<file path="config.mk">
export PLATFORM = sky130hd
export DESIGN_NAME = serial_ha_adder
export DESIGN_NICKNAME = d
export VERILOG_FILES = /design/src/rtl/serial_ha_adder.sv
export SDC_FILE = /design/constraint.sdc
export NUM_CORES = 1
export LEC_CHECK = 0
export ABC_AREA = 1
export CAP_MARGIN = 10
export CORE_UTILIZATION = 35
export CTS_CLUSTER_DIAMETER = 100
export CTS_CLUSTER_SIZE = 8
export DETAILED_ROUTE_END_ITERATION = 8
export GPL_TIMING_DRIVEN = 0
export HOLD_SLACK_MARGIN = 0.1
export PLACE_DENSITY = 0.57
export SYNTH_ARGS = -nofsm -noshare
export SYNTH_HDL_FRONTEND = slang
export SYNTH_SLANG_ARGS = --single-unit
</file>
<file path="constraint.sdc">
create_clock -name clk -period 1.37 [get_ports clk]
set_input_delay 0.411 -clock clk [delete_from_list [all_inputs] [get_ports clk]]
set_output_delay 0.411 -clock clk [all_outputs]
set_load 0.01 [all_outputs]
</file>
<file path="src/rtl/serial_ha_adder.sv">
// serial_ha_adder: bit-serial adder, LSB first, one bit per clock.
// The bit cell is two half adders plus an OR on their carries.
module serial_ha_adder #(
  parameter int WIDTH = 4
) (
  input  logic             clk,
  input  logic             rst,
  input  logic             start,
  input  logic [WIDTH-1:0] a_in,
  input  logic [WIDTH-1:0] b_in,
  output logic             busy,
  output logic             done,
  output logic [WIDTH-1:0] sum_out,
  output logic             cout
);

  localparam int CW = $clog2(WIDTH) + 1;

  typedef enum logic [1:0] {
    S_IDLE,
    S_RUN,
    S_DONE
  } state_t;

  state_t state, state_nxt;

  logic [WIDTH-1:0] a_sr, b_sr, r_sr;
  logic [WIDTH-1:0] r_nxt;
  logic [CW-1:0]    count;
  logic             carry;
  logic             s1, c1, s, c2;
  logic             carry_nxt;
  logic             last;

  // {carry, sum}
  function automatic logic [1:0] ha(
    input logic x,
    input logic y
  );
    return {x & y, x ^ y};
  endfunction

  assign {c1, s1} = ha(a_sr[0], b_sr[0]);
  assign {c2, s}  = ha(s1, carry);
  assign carry_nxt = c1 | c2;
  assign r_nxt = {s, r_sr[WIDTH-1:1]};
  assign last = (count == CW'(WIDTH - 1));

  assign busy = (state != S_IDLE);
  assign done = (state == S_DONE);

  always_ff @(posedge clk or posedge rst) begin
    if (rst) begin
      state <= S_IDLE;
    end else begin
      state <= state_nxt;
    end
  end

  always_comb begin
    state_nxt = state;
    unique case (state)
      S_IDLE: if (start) state_nxt = S_RUN;
      S_RUN:  if (last) state_nxt = S_DONE;
      S_DONE: state_nxt = S_IDLE;
      default: state_nxt = S_IDLE;
    endcase
  end

  always_ff @(posedge clk or posedge rst) begin
    if (rst) begin
      a_sr    <= '0;
      b_sr    <= '0;
      r_sr    <= '0;
      carry   <= 1'b0;
      count   <= '0;
      sum_out <= '0;
      cout    <= 1'b0;
    end else begin
      case (state)
        S_IDLE: begin
          if (start) begin
            a_sr  <= a_in;
            b_sr  <= b_in;
            r_sr  <= '0;
            carry <= 1'b0;
            count <= '0;
          end
        end
        S_RUN: begin
          a_sr  <= {1'b0, a_sr[WIDTH-1:1]};
          b_sr  <= {1'b0, b_sr[WIDTH-1:1]};
          r_sr  <= r_nxt;
          carry <= carry_nxt;
          count <= count + 1'b1;
          // Result registers only move on the final bit.
          if (last) begin
            sum_out <= r_nxt;
            cout    <= carry_nxt;
          end
        end
        default: ;
      endcase
    end
  end

endmodule

</file>
==> out/results.tsv <==
stage	metric	value	unit
route	Initial DRT Pass Iterations	4	
yosys	Seq cells post-synth	22	
yosys	part of the Yosys area used for sequential elements	0.5333	
worst_setup_path	flop-to-flop setup slack	0.12	ns
worst_setup_path	CP Data Required Time	0.96	ns
cells_and_area	# diodes	0	
yosys	Ys Warns	0	
status	failing checks	setup timing	
worst_hold_path	Hold Path Depth	2	
route	# DRC	0	
global_route	GR Layer Usage met1	0.1811	
clock_network	CTS tree	done	
yosys	Syn Area/Cell	8.748	µm²
worst_setup_path	startpoint types	flip-flop	
worst_setup_path	CP most frequent cell	buf_6	
cells_and_area	commonest non-fill, non-tap cell in the layout	nand2_1	
pwr	leakage	0.7279	nW
worst_setup_path	worst-path cell chain	buf_6, inv_4, nand2_4, buf_6	
sta	Relative slew margins	0.4365	
worst_setup_path	CP Depth	4	
global_route	antenna violations before repair	0	
status	run status	finished with violations	
cells_and_area	commonest non-fill, non-tap cells in the layout	nand2_1 (42), dfrtp_1 (22), inv_1 (18)	
place	dpl cell area	1241	µm²
die	# IOs	18	
yosys	Cell Area, Synth	1032	µm²
route	post-route ant nets	0	
route	WL per Instance	10.68	µm
sta	RSZ-0062 raised after global routing	yes	
die	cell row count	19	
clock_network	Worst-Skew Late Latency	0.30	ns
cells_and_area	share of layout cells above drive strength 1	0.2400	
global_route	largest net degree at the start of global routing	23	
place	Setup WS pre-CTS	-0.2773	ns
route	Vias	822	
place	hpwl dp	1304	µm
worst_setup_path	Worst Reg2Reg Path Length in Cells	7	
sta	Worst-Margin Slew	0.8443	ns
worst_setup_path	Worst Path Arrival	1.07	ns
global_route	met3 Use GR	0.02074	
sta	Tmin final	1.478	ns
worst_setup_path	CP Class	reg2out	
die	core outline area	2781	µm²
global_route	number of global-route vias before repair	758	
clock_network	H-tree levels	1	
yosys	Post-Synthesis Cells	118	
sta	skew final	0.003971	ns
place	PortBufs	17	
clock_network	CTS max path bufs	2	
worst_setup_path	WP buf/inv	3	
worst_setup_path	crit-path max FO	2	
sta	Setup WS post-layout	-0.1085	ns
sta	Period Utilization, post-route	1.079	
clock_network	CTS buffer count	3	
sta	Min Hold Slack	0.4954	ns
sta	setup TNS	-0.1946	ns
global_route	Global Route Usage Sum	0.1338	
pwr	maximum VDD drop	0.001107	V
die	Initial Util	0.3711	
worst_setup_path	crit end category	primary output	
worst_setup_path	crit-path leading delay family	flip-flops	
cells_and_area	Final Instance Area	1364	µm²
cells_and_area	# nets final	165	
sta	Slew Limit Fails	0	
worst_setup_path	largest stage delay on the critical path	0.43	ns
yosys	Cell variety after synth	19	
clock_network	Clock Root Buffer	clkbuf_4	
worst_setup_path	slowest stage cell, crit path	dfrtp_1	
sta	Fmax	0.6764	GHz
worst_hold_path	Worst Hold Class	reg2reg	
global_route	routing usage on met2	0.2262	
die	die width	56.31	µm
clock_network	clk sinks	22	
route	final WL	1933	µm
pwr	Power Density	2191	nW/µm²
route	DR iter-0 viols	14	
yosys	Net Count, Synth	132	
place	Final GP Congestion	0.7115	
flow_run	Max-Cap Viols	0	
cells_and_area	Area Overhead vs Synth	32.12	%
global_route	first-pass GRT wire length	3291	µm
sta	final-report setup violation count	2	
sta	final number of hold-violating endpoints	0	
global_route	total global routing overflow	0	
clock_network	Worst-path clk slew	0.12	ns
die	die height	56.31	µm
die	die area	3170	µm²
route	vias per cell	4.541	
global_route	grt peak-use layer	met2	
==> layer usage <==
metal	up-vias	routed length, µm	share of wire
li1	419	-	-
met2	26	844	0.44
met3	2	121	0.063
met4	0	17	0.0088
met1	375	950	0.49
met5	-	0	0
==> power by group <==
part           switching [mW]  leakage, nW  internal [mW]  total (mW)
combinational           0.825        0.429          0.705        1.53
sequential              0.164        0.278          0.935        1.10
clock                   0.197       0.0210          0.162       0.359
total                    1.19        0.728           1.80        2.99
==> metrics by stage <==
| stage | utilization | power (mW) | instances |
|---|---|---|---|
| 2_1_floorplan | - | 2.038 | 118 |
| 5_1_grt | 0.4903 | 3.263 | 181 |
| 3_3_place_gp | 0.4462 | 2.430 | 166 |
| 4_1_cts | 0.4786 | 2.934 | 176 |
| 3_5_place_dp | 0.4462 | 2.460 | 166 |
| 6_report | 0.4903 | 2.988 | 181 |
==> cell type report <==
cell class,instances,area (µm²)
fill,286,1418
sequential,22,550.5
multi-input combinational,73,394.1
timing repair buffer,28,237.7
inverter,21,83.83
tap,31,38.79
clock buffer,4,36.28
buffer,2,22.52
==> repair_timing <==
item | CTS | global route
pin swaps | 1 | 0
endpoints found under the setup margin | 7 | 7
hold endpoints to repair | 0 | 0
buffers inserted | 6 | 5
gates resized for setup | 23 | 6
gates cloned | 0 | 0
hold buffers | 0 | 0
==> final timing paths <==
check                      endpoint  startpoint
min reg2reg                 a_sr[2]     a_sr[2]
min in group asynchronous   a_sr[1]         rst
max                            busy    state[0]
min                         a_sr[2]     a_sr[2]
max reg2reg                 b_sr[2]    state[0]
max in group asynchronous   r_sr[1]         rst
==> synthesized netlist by cell type, drive strengths merged <==
library cell | instances | area share
a21oi | 2 | 0.013
fa | 1 | 0.019
o21ai | 12 | 0.080
ha | 2 | 0.024
buf | 2 | 0.018
nor2 | 4 | 0.022
dfrtp | 22 | 0.53
nand2 | 46 | 0.18
inv | 21 | 0.076
nand3 | 6 | 0.029
==> registers in the layout, indices dropped and copies added, names as in the netlist <==
| register | cells |
|---|---|
| a_sr | 4 |
| b_sr | 4 |
| sum_out | 4 |
| count | 3 |
| r_sr | 3 |
| state | 2 |
| carry | 1 |
| cout | 1 |
==> tightest hold or removal path: stages (launching register included) <==
cell,delay (ns)
dfrtp_1,0.37
nand2_1,0.05
nand2_1,0.05
==> cell families after synthesis <==
| logic type | Yosys count | share of synthesized area |
|---|---|---|
| adder cells (fa/ha/maj) | 3 | 0.04363 |
| flip-flops | 22 | 0.5333 |
| buffers and inverters | 23 | 0.09454 |
| AO/OA/AOI/OAI | 14 | 0.09334 |
| AND/OR/NAND/NOR | 56 | 0.2351 |
Power figures use the tool's default switching activity.
